==> config.mk <==
export PLATFORM = sky130hd
export DESIGN_NAME = regbank_arbiter
export DESIGN_NICKNAME = d
export VERILOG_FILES = /design/src/rtl/regbank_pkg.sv /design/src/rtl/regbank_arbiter_rr_arb2.sv /design/src/rtl/regbank_arbiter.sv
export SDC_FILE = /design/constraint.sdc
export NUM_CORES = 1
export LEC_CHECK = 0
export BUFFER_PORTS_ARGS = -buffer_cell sky130_fd_sc_hd__buf_2
export CAP_MARGIN = 5
export CORE_MARGIN = 5
export CORE_UTILIZATION = 51
export CTS_BUF_LIST = sky130_fd_sc_hd__clkbuf_4
export DETAILED_ROUTE_END_ITERATION = 12
export GPL_ROUTABILITY_DRIVEN = 0
export PLACE_DENSITY = 0.84
export SLEW_MARGIN = 30
export SYNTH_ARGS = -nofsm -noshare
export SYNTH_HDL_FRONTEND = slang
export SYNTH_SLANG_ARGS = --single-unit
==> constraint.sdc <==
create_clock -name clk -period 3.2 [get_ports clk]
set_clock_uncertainty 0.15 [all_clocks]
set_input_delay 0.32 -clock clk [delete_from_list [all_inputs] [get_ports clk]]
set_output_delay 0.32 -clock clk [all_outputs]
set_load 0.05 [all_outputs]
==> src/rtl/regbank_pkg.sv <==
// Shared types and constants for the register-bank sequencer and its arbiter.
package regbank_pkg;

   localparam int DATA_W = 16;
   localparam int ADDR_W = 6;
   localparam int N_REGS = 35;
   localparam logic [ADDR_W-1:0] PARK_SEL  = 6'h3F;
   localparam logic [ADDR_W-1:0] LAST_ADDR = 6'd34;

   typedef enum logic [1:0] {
      IDLE = 2'd0,
      EXEC = 2'd1,
      RESP = 2'd2
   } state_t;

   typedef struct packed {
      logic              we;
      logic [ADDR_W-1:0] addr;
      logic [DATA_W-1:0] wdata;
      logic              owner;
   } cmd_t;

   // Unsigned compare over all address bits; 35..63 are out of range.
   function automatic logic addr_ok(input logic [ADDR_W-1:0] a);
      return (a <= LAST_ADDR);
   endfunction

endpackage

==> src/rtl/regbank_arbiter_rr_arb2.sv <==
// Two-input round-robin picker; the flop remembers which side won last.
module rr_arb2 (
   input  logic       clk,
   input  logic       reset,
   input  logic [1:0] req,
   input  logic       update,
   output logic [1:0] grant
);

   logic last_p1;

   always_comb begin
      grant = 2'b00;
      case (req)
         2'b01:   grant = 2'b01;
         2'b10:   grant = 2'b10;
         2'b11:   grant = last_p1 ? 2'b01 : 2'b10;
         default: grant = 2'b00;
      endcase
   end

   // Reset as if p1 won last, so p0 is favoured first.
   always_ff @(posedge clk or posedge reset) begin
      if (reset) begin
         last_p1 <= 1'b1;
      end else if (update && (grant != 2'b00)) begin
         last_p1 <= grant[1];
      end else begin
         last_p1 <= last_p1;
      end
   end

endmodule

==> src/rtl/regbank_arbiter.sv <==
// Sequencer owning the bank write port and read port B for two requesters.
module regbank_arbiter
   import regbank_pkg::*;
(
   input  logic              clk,
   input  logic              reset,
   input  logic              p0_valid,
   input  logic              p0_we,
   input  logic [ADDR_W-1:0] p0_addr,
   input  logic [DATA_W-1:0] p0_wdata,
   output logic              p0_ready,
   output logic              p0_rsp_valid,
   output logic              p0_rsp_err,
   output logic [DATA_W-1:0] p0_rsp_rdata,
   input  logic              p1_valid,
   input  logic              p1_we,
   input  logic [ADDR_W-1:0] p1_addr,
   input  logic [DATA_W-1:0] p1_wdata,
   output logic              p1_ready,
   output logic              p1_rsp_valid,
   output logic              p1_rsp_err,
   output logic [DATA_W-1:0] p1_rsp_rdata,
   output logic [ADDR_W-1:0] sel_b,
   output logic [ADDR_W-1:0] sel_c,
   output logic [DATA_W-1:0] data_c,
   input  logic [DATA_W-1:0] data_b,
   output logic              busy
);

   state_t                 state;
   cmd_t                   cmd;
   cmd_t                   win;
   logic [1:0]             grant;
   logic                   accept;
   logic [1:0]             rsp_valid;
   logic [1:0]             rsp_err;
   logic [1:0][DATA_W-1:0] rsp_rdata;

   assign accept = (state == IDLE) && !reset && (grant != 2'b00);

   rr_arb2 u_arb (
      .clk    (clk),
      .reset  (reset),
      .req    ({p1_valid, p0_valid}),
      .update (accept),
      .grant  (grant)
   );

   always_comb begin
      win = '0;
      if (grant[1]) begin
         win = '{we: p1_we, addr: p1_addr, wdata: p1_wdata, owner: 1'b1};
      end else begin
         win = '{we: p0_we, addr: p0_addr, wdata: p0_wdata, owner: 1'b0};
      end
   end

   assign p0_ready     = accept && grant[0];
   assign p1_ready     = accept && grant[1];
   assign busy         = (state != IDLE);
   assign p0_rsp_valid = rsp_valid[0];
   assign p1_rsp_valid = rsp_valid[1];
   assign p0_rsp_err   = rsp_err[0];
   assign p1_rsp_err   = rsp_err[1];
   assign p0_rsp_rdata = rsp_rdata[0];
   assign p1_rsp_rdata = rsp_rdata[1];

   // Bank selects are loaded on accept so they are stable for the whole EXEC cycle.
   always_ff @(posedge clk or posedge reset) begin
      if (reset) begin
         state     <= IDLE;
         cmd       <= '0;
         sel_b     <= '0;
         sel_c     <= PARK_SEL;
         data_c    <= '0;
         rsp_valid <= 2'b00;
         rsp_err   <= 2'b00;
         rsp_rdata <= '0;
      end else begin
         case (state)
            IDLE: begin
               if (accept) begin
                  cmd   <= win;
                  state <= EXEC;
                  if (addr_ok(win.addr) && win.we) begin
                     sel_c  <= win.addr;
                     data_c <= win.wdata;
                  end else if (addr_ok(win.addr)) begin
                     sel_b <= win.addr;
                  end else begin
                     sel_c <= PARK_SEL;
                  end
               end else begin
                  state <= IDLE;
               end
            end
            EXEC: begin
               sel_c                <= PARK_SEL;
               data_c               <= '0;
               rsp_valid[cmd.owner] <= 1'b1;
               rsp_err[cmd.owner]   <= !addr_ok(cmd.addr);
               if (addr_ok(cmd.addr) && !cmd.we) begin
                  rsp_rdata[cmd.owner] <= data_b;
               end else begin
                  rsp_rdata[cmd.owner] <= '0;
               end
               state <= RESP;
            end
            RESP: begin
               rsp_valid <= 2'b00;
               state     <= IDLE;
            end
            default: begin
               sel_c     <= PARK_SEL;
               data_c    <= '0;
               rsp_valid <= 2'b00;
               state     <= IDLE;
            end
         endcase
      end
   end

endmodule
==> run summary <==
Root Buffer Master: clkbuf_4
routed vias: 3,100
Logic pwr share: 46.3%
final std cells w/o fill: 591
dpl hpwl: 6540 um
leading area contributor after synthesis: dfrtp_1
TritonCTS Buffers: 9
mux share of post-synthesis cell area: 9.65%
Post-Synth Adder-Cell Area: 0%
Layout Nets: 572
Clock Power Share: 17.2%
Switching Fraction: 47.4%
crit-path max FO: 11
Clk Latency, worst-skew pair: 400 ps
number of global-route vias before repair: 3,159
n_diodes: 0
Final period util: 84.3%
PD cells: 836 nW/um^2
P&R area growth vs syn: 27.9%
drt first pass iters: 4
DP Area: 4250 um^2
post-synthesis xor/xnor area fraction: 0%
Max Root-Sink Buffers: 2
Final Hold Fails: 0
die footprint: 8710 um^2
synth top area cells: dfrtp_1 48%, nand2_1 11%, mux2_2 6.7%
Initial Util: 52.4%
largest family of logic cells by synthesized area: simple AND/OR/NAND/NOR gates
total grt overflow: 0
count of cell types in the netlist: 35
Synth Area in Simple Gates: 21.6%
setup TNS: 0 ps
initial antenna violation count: 0
worst hold path class: input pin to register
post-synth top area share: 48.1%
synthesized cell area: 3540 um^2
pre-CTS setup slack: 716 ps
IO Pins: 133
Cells after Synth: 368
leakage: 2.39 nW
post-route cell area: 4530 um^2
Overall Global Routing Usage: 21.0%
Clk pin slew, worst setup/hold paths: 120 ps
1st-iter DRT viols: 142
share of cells above drive strength 1: 38.4%
max-slew violations: 0
Worst setup EP type: output pin
syn_nets: 434
Startpoint Class: input pin
H-Tree Depth: 3
post-route setup slack: 504 ps
IR drop worst, VDD: 0.344 mV
relative slew slack: 47.1%
largest net degree at the start of global routing: 41
Fill cells: 568
Seq/Total Area, Yosys: 53.3%
Worst Setup Path Type: input pin to output pin
internal power: 1.99 mW
CTS tree: yes
Synth Area in Compound Gates: 12.1%
RSZ-0062 raised after global routing: false
Die Y-Extent: 93.3 um
Core ar.: 6760 um^2
clock sinks: 75
maximum clock rate: 371 MHz
Inst Count DP: 564
fin crit period: 2700 ps
Syn. warnings: 0
vias per cell: 5.25
status: completed
Required @ worst endpoint: 2730 ps
setup violators final: 0
Max Cap Viol: 0
routed wire length: 8800 um
number of remaining DRC errors: 0
post-DR wirelength/cell: 14.9 um
chip width: 93.3 um
first-pass GRT wire length: 14,600 um
worst-margin pin slew: 793 ps
Avg Cell Area, Syn: 9.62 um^2
Seq pwr share: 36.5%
Worst EP arrival: 2230 ps
post-route ant nets: 0
input/output buffers: 132
row count: 30
Sw Pwr: 1.80 mW
Yosys reg bits: 75
worst paths after layout:
kind | from | endpoint | slack, ps | cells after the start
max | reset | p1_ready | 500 | 6
min | data_b[4] | p0_rsp_rdata[4] | 20 | 3
max reg2reg | u_arb.last_p1 | sel_b[3] | 690 | 4
min reg2reg | p0_rsp_rdata[11] | p0_rsp_rdata[11] | 340 | 2
max in group asynchronous | reset | rsp_err[0] | 1660 | 4
min in group asynchronous | reset | data_c[12] | 490 | 3
state kept, by name, summed over array words and instances (netlist names):
name / count
data_c: 16
p0_rsp_rdata: 16
p1_rsp_rdata: 16
cmd: 8
sel_b: 6
sel_c: 6
rsp_err: 2
rsp_valid: 2
state: 2
u_arb.last_p1: 1
layer usage:
metal	wire length, um	global-route usage (%)	vias to the layer above
met5	0	0	-
met4	186	7.94	0
met3	715	5.95	19
met2	4130	33.0	130
met1	3770	27.6	1419
li1	-	-	1532
per-stage QoR:
step | util, % | hold WS (ps) | power, mW
2_1_floorplan | - | 296 | 2.71
3_3_place_gp | 62.9 | 306 | 3.11
3_5_place_dp | 62.9 | 315 | 3.16
4_1_cts | 66.2 | 0.733 | 3.82
5_1_grt | 67.0 | 2.47 | 4.00
6_report | 67.0 | 20.5 | 3.79
cell type report:
type | instances | area [um^2] | area share (%)
sequential | 75 | 1890 | 41.6
multi-input combinational | 266 | 1540 | 34.0
timing repair buffer | 150 | 823 | 18.2
tap | 80 | 100 | 2.21
clock inverter | 6 | 90.1 | 1.99
clock buffer | 10 | 75.1 | 1.66
inverter | 4 | 15.0 | 0.332
cells in the final DEF, fill, tap and decap left out, types with 2 or more instances in the layout:
| cell | Yosys | routed |
|---|---|---|
| nand3_1 | 7 | 7 |
| buf_2 | 3 | 132 |
| buf_4 | 0 | 7 |
| nor2b_1 | 18 | 18 |
| bufinv_16 | 0 | 2 |
| or4_1 | 4 | 4 |
| nand3b_1 | 6 | 6 |
| o211ai_1 | 5 | 5 |
| nand2_1 | 103 | 102 |
| inv_1 | 3 | 2 |
| and3_1 | 2 | 2 |
| a21o_1 | 2 | 2 |
| or2_1 | 2 | 2 |
| clkinv_4 | 0 | 3 |
| clkbuf_4 | 0 | 10 |
| mux2_2 | 21 | 21 |
| o21ai_0 | 42 | 42 |
| dfrtp_1 | 68 | 68 |
| nor2_1 | 11 | 11 |
| a2111o_1 | 3 | 3 |
| mux2_4 | 7 | 7 |
| dlygate4sd3_1 | 0 | 11 |
| dfstp_2 | 7 | 7 |
| nand4_1 | 5 | 5 |
| inv_2 | 1 | 2 |
| a21oi_1 | 17 | 17 |
power groups by stage:
stage	Combinational [mW]	Sequential, mW	Clock, mW
2_1_floorplan	0.446	2.26	0
3_3_place_gp	1.72	1.39	0
3_5_place_dp	1.76	1.40	0
4_1_cts	1.76	1.38	0.671
5_1_grt	1.87	1.42	0.720
6_report	1.75	1.38	0.651
timing repair:
item | in CTS | in global routing
hold buffers | 6 | 5
buffers inserted | 0 | 0
gates resized for setup | 0 | 0
endpoints found under the setup margin | 0 | 0
endpoints found under the hold margin | 40 | 6
worst max-delay path, cell delays in order:
cell and delay [ps]:
dlygate4sd3_1 540, buf_2 140, o21bai_1 260, or2_1 400, nor2_1 250, buf_2 310
cells by family (layout without fill, tap and decap cells):
logic type | count (synthesis) | after routing
buffers and inverters | 27 | 170
DFF | 75 | 75
and+or+nand+nor | 163 | 163
AOI/OAI and AO/OA | 75 | 75
muxes | 28 | 28
synth_stat cells:
library cell	n
or4_1	4
mux2_4	7
or2_1	2
a21oi_1	17
nand4_1	5
a21bo_2	1
nor2b_1	18
a211oi_1	1
a21boi_1	1
inv_1	3
mux2_2	21
a2bb2oi_1	1
dfstp_2	7
o21bai_1	1
nand2_1	103
buf_6	2
dfrtp_1	68
a2111o_1	3
buf_2	3
o211ai_1	5
nand3_1	7
and4_1	1
a21o_1	2
nand2b_1	1
and3_1	2
nand4_4	1
nor4b_1	1
inv_2	1
nand3b_1	6
a31oi_1	1
o21ai_0	42
clkbuf_1	17
nor2_1	11
or4_4	1
buf_1	1
Note: power is estimated with default switching activity, not from simulation.
